<file path="config.mk">
export PLATFORM = sky130hd
export DESIGN_NAME = sequence_serializer
export DESIGN_NICKNAME = d
export VERILOG_FILES = /design/src/rtl/sequence_serializer.sv
export SDC_FILE = /design/constraint.sdc
export NUM_CORES = 1
export LEC_CHECK = 0
export ABC_AREA = 1
export BUFFER_PORTS_ARGS = -buffer_cell sky130_fd_sc_hd__buf_2
export CORE_ASPECT_RATIO = 0.8
export CORE_UTILIZATION = 55
export DETAILED_ROUTE_END_ITERATION = 7
export HOLD_SLACK_MARGIN = 0.08
export PLACE_DENSITY_LB_ADDON = 0.2
export SLEW_MARGIN = 10
export SYNTH_ARGS = -nofsm -noshare
export SYNTH_HDL_FRONTEND = slang
export SYNTH_SLANG_ARGS = --single-unit
</file>
<file path="constraint.sdc">
create_clock -name clock -period 2.1 [get_ports clock]
set_clock_uncertainty 0.15 [all_clocks]
set_input_delay 0.42 -clock clock [delete_from_list [all_inputs] [get_ports clock]]
set_output_delay 0.42 -clock clock [all_outputs]
set_load 0.05 [all_outputs]
</file>
<file path="src/rtl/sequence_serializer.sv">
// Parallel-to-serial feeder for the 1011 sequence detector: valid/ready word input,
// one-word holding register for gapless streaming, registered serial line and framing strobes.
module sequence_serializer #(
  parameter int WIDTH     = 8,
  parameter bit MSB_FIRST = 1'b1,
  parameter bit IDLE_BIT  = 1'b0
) (
  input  logic             clock,
  input  logic             reset,
  input  logic [WIDTH-1:0] in_data,
  input  logic             in_valid,
  output logic             in_ready,
  output logic             serial_out,
  output logic             serial_active,
  output logic             word_start,
  output logic             underrun
);

  localparam int               CNT_W = $clog2(WIDTH);
  localparam logic [CNT_W-1:0] LAST  = CNT_W'(WIDTH - 1);

  typedef enum logic {
    IDLE,
    SHIFT
  } state_t;

  state_t           state_q;
  logic [WIDTH-1:0] sh_q;
  logic [WIDTH-1:0] hold_q;
  logic [CNT_W-1:0] cnt_q;
  logic             hold_valid_q;
  logic             serial_q;
  logic             active_q;
  logic             start_q;
  logic             underrun_q;

  logic             accept;
  logic             at_last;
  logic             load_d;
  logic [WIDTH-1:0] word_d;
  logic [WIDTH-1:0] sh_d;

  function automatic logic first_bit(input logic [WIDTH-1:0] w);
    return MSB_FIRST ? w[WIDTH-1] : w[0];
  endfunction

  // Accept never depends on anything but a flag and in_valid, so in_ready stays flop-only.
  assign accept  = in_valid && !hold_valid_q;
  assign at_last = (state_q == SHIFT) && (cnt_q == LAST);
  assign load_d  = ((state_q == IDLE) && accept) || (at_last && (hold_valid_q || accept));
  assign word_d  = hold_valid_q ? hold_q : in_data;
  assign sh_d    = MSB_FIRST ? (sh_q << 1) : (sh_q >> 1);

  always_ff @(posedge clock or posedge reset) begin
    if (reset) begin
      // NOTE: sh/hold are reset too even though they are discarded; keeps simulation X-free.
      state_q      <= IDLE;
      sh_q         <= '0;
      hold_q       <= '0;
      cnt_q        <= '0;
      hold_valid_q <= 1'b0;
      serial_q     <= IDLE_BIT;
      active_q     <= 1'b0;
      start_q      <= 1'b0;
      underrun_q   <= 1'b0;
    end else begin
      // NOTE: strobes default low each edge and are raised only where they apply; non-blocking keeps ordering irrelevant.
      start_q    <= 1'b0;
      underrun_q <= 1'b0;

      if (load_d && hold_valid_q) begin
        hold_valid_q <= 1'b0;
      end else if (accept && !load_d) begin
        hold_q       <= in_data;
        hold_valid_q <= 1'b1;
      end

      if (load_d) begin
        state_q  <= SHIFT;
        sh_q     <= word_d;
        cnt_q    <= '0;
        serial_q <= first_bit(word_d);
        active_q <= 1'b1;
        start_q  <= 1'b1;
      end else if (state_q == SHIFT && !at_last) begin
        sh_q     <= sh_d;
        cnt_q    <= cnt_q + 1'b1;
        serial_q <= first_bit(sh_d);
      end else if (at_last) begin
        state_q    <= IDLE;
        serial_q   <= IDLE_BIT;
        active_q   <= 1'b0;
        underrun_q <= 1'b1;
      end
    end
  end

  assign in_ready      = !hold_valid_q;
  assign serial_out    = serial_q;
  assign serial_active = active_q;
  assign word_start    = start_q;
  assign underrun      = underrun_q;

endmodule

</file>
==> flow_metrics.env <==
export IMPL_critPathKind="reg2out"
export IMPL_start_kind="register"
export IMPL_p_leak_nw=0.761
export IMPL_rrSetupSlack_ps=360
export IMPL_grt_pass1_wl_um=3620
export IMPL_die_w_um=55.3
export IMPL_worstReg2RegStart="cnt_q[0]$_DFFE_PP0P_"
export IMPL_post_cts_setup_buffers=0
export IMPL_syn_to_final_growth_pct=9.30
export IMPL_cts_sinks=23
export IMPL_hold_viol_final=0
export IMPL_synth_top_cell_area_share=0.460
export IMPL_place_ws_ps=385
export IMPL_clk_latency_ps=320
export IMPL_cts_tree="yes"
export IMPL_ant_nets=0
export IMPL_ys_ff_latch=23
export IMPL_clock_root_buffer="clkbuf_4"
export IMPL_post_dp_hpwl_um=1530
export IMPL_max_freq_mhz=552
export IMPL_wl_per_cell_um=12.1
export IMPL_fin_crit_sh=0.863
export IMPL_slew_headroom=0.757
export IMPL_synth_most_common_cell="nand2_1"
export IMPL_yosysWarnings=0
export IMPL_syn_avg_cell_area_um2=9.78
export IMPL_core_area_um2=2160
export IMPL_cp_end_kind="output port"
export IMPL_io_pins=16
export IMPL_ff_latch_area_um2=576
export IMPL_maxCapViolCount=0
export IMPL_portBuffers=15
export IMPL_timing_rr_end="hold_q[0]$_DFFE_PP0P_"
export IMPL_fin_crit_ps=1810
export IMPL_worst_hold_path_type="in2reg"
export IMPL_worstMarginPinSlew_ps=364
export IMPL_start_util=0.580
export IMPL_power_per_cell_area_nw_per_um2=1200
export IMPL_synth_edff_count=0
export IMPL_setup_tns_final_ps=0
export IMPL_grt_start_max_net_pins=24
export IMPL_synth_area_leaders="dfrtp_1, nand2_1, nand3_2"
export IMPL_h_tree_depth=1
export IMPL_nNetsFinal=160
export IMPL_grt_pass1_vias=848
export IMPL_vdd_ir_drop_max_v=0.000765
export IMPL_ys_top_cells_by_count="nand2_1, dfrtp_1, nand2_2"
export IMPL_via_per_inst=5.18
export IMPL_cts_buffers=3
export IMPL_slew_violations=0
export IMPL_min_to="hold_q[7]$_DFFE_PP0P_"
export IMPL_yosysUniqueCellTypes=19
export IMPL_drive_above_1_share=0.411
export IMPL_route_detailed_drc=0
export IMPL_power_mw=1.64
export IMPL_synthFlopType="dfrtp_1"
export IMPL_antenna_found_initial=0
export IMPL_overflow=0
export IMPL_routed_wl_um=2060
export IMPL_fillCellCount=196
export IMPL_rsz0062_at_grt="no"
export IMPL_clock_path_buffers=2
export IMPL_synthCells=128
export IMPL_crit_arrival_ps=1240
export IMPL_rows=15
export IMPL_gp_congestion=0.813
export IMPL_rr_worst_depth=6
export IMPL_ys_seq_area_frac=0.460
export IMPL_multi_input_area_um2=577
export IMPL_whs_path_depth=3
export IMPL_die_area_um2=2470
export IMPL_crit_fanout=4
export IMPL_gr_usage_all_layers=0.193
export IMPL_finalSetupViolCount=0
export IMPL_die_h_um=44.7
export IMPL_crit_required_ps=1530
export IMPL_dr_first_iter_drc_count=19
export IMPL_async_flop_share=1.00
export IMPL_syn_area_um2=1250
export IMPL_path_clk_slew_ps=130
export IMPL_vias=886
export IMPL_status="complete, no violations"
export IMPL_hold_path_startpoint="in_data[7]"
export IMPL_setup_slack_ps=288
export IMPL_drtPass1Iterations=6
export IMPL_synth_nets=141
export IMPL_diodes=0
export IMPL_synth_top_area_cell="dfrtp_1"
[flip-flops by register name, indices dropped and copies added, names as in the netlist]
register and flops:
serial_out 1, serial_active 1, sh_q 7, word_start 1, cnt_q 3, hold_q 8
hold_valid_q 1, underrun 1
[repair_timing]
| item | 4_1_cts | 5_1_grt |
|---|---|---|
| resized for setup | 0 | 0 |
| hold buffers | 1 | 0 |
| endpoints found under the hold margin | 23 | 0 |
[worst max-delay path by stage]
| stage | slack (ps) | cells past startpoint | endpoint | startpoint |
|---|---|---|---|---|
| 3_5_place_dp | 390 | 6 | hold_q[1]$_DFFE_PP0P_ | cnt_q[0]$_DFFE_PP0P_ |
| 2_1_floorplan | 520 | 8 | sh_q[1]$_DFFE_PP0P_ | cnt_q[0]$_DFFE_PP0P_ |
| 5_1_grt | 250 | 2 | in_ready | hold_valid_q$_DFFE_PP0P_ |
| 6_report | 290 | 2 | in_ready | hold_valid_q$_DFFE_PP0P_ |
| 3_3_place_gp | 430 | 6 | hold_q[5]$_DFFE_PP0P_ | cnt_q[0]$_DFFE_PP0P_ |
| 4_1_cts | 280 | 2 | in_ready | hold_valid_q$_DFFE_PP0P_ |
[area by class of cell]
type                       count  share of cell area
multi-input combinational     87               0.422
clock buffer                   4              0.0192
sequential                    23               0.421
timing repair buffer          18              0.0732
inverter                      14              0.0421
tap                           25              0.0229
[where the power goes]
part / internal (mW) / switching, mW
combinational: 0.258 / 0.453
clock: 0.0743 / 0.133
sequential: 0.613 / 0.111
total: 0.945 / 0.697
[layout by cell type, fill, tap and decap left out, drive strengths merged]
master,instances
a21oi,2
buf,17
clkbuf,4
clkinv,1
dfrtp,23
dlygate4sd3,1
ha,2
inv,13
nand2,45
nand3,17
nor2,5
o21ai,16
[cells by family (layout without fill, tap and decap cells)]
kind of cell               count (synthesis)  in the layout  share of synthesized area
AOI/OAI and AO/OA                         18             18                      0.102
adders and majority gates                  2              2                     0.0200
buffers and inverters                     18             36                     0.0790
DFF                                       23             23                      0.460
and+or+nand+nor                           67             67                      0.339
[worst max-delay path, stage by stage (launching register included)]
cell and delay, ps:
dfrtp_1 530, inv_6 130, buf_2 260
[metal layers]
| metal | wire length [µm] | vias to the layer above | track usage |
|---|---|---|---|
| met4 | 21 | 0 | 0.0450 |
| met2 | 1020 | 15 | 0.357 |
| met3 | 71 | 5 | 0.0614 |
| met5 | 0 | - | 0 |
| li1 | - | 441 | - |
| met1 | 950 | 425 | 0.222 |
[metrics by stage]
step | std cells | hold WS, ps | utilization | instance area [µm²]
6_report | 171 | 194 | 0.634 | 1370
5_1_grt | 171 | 192 | 0.634 | 1370
4_1_cts | 171 | 186 | 0.634 | 1370
2_1_floorplan | 128 | 272 | - | 1250
3_3_place_gp | 166 | 315 | 0.617 | 1330
3_5_place_dp | 166 | 326 | 0.617 | 1330
Note: power is estimated with default switching activity, not from simulation.
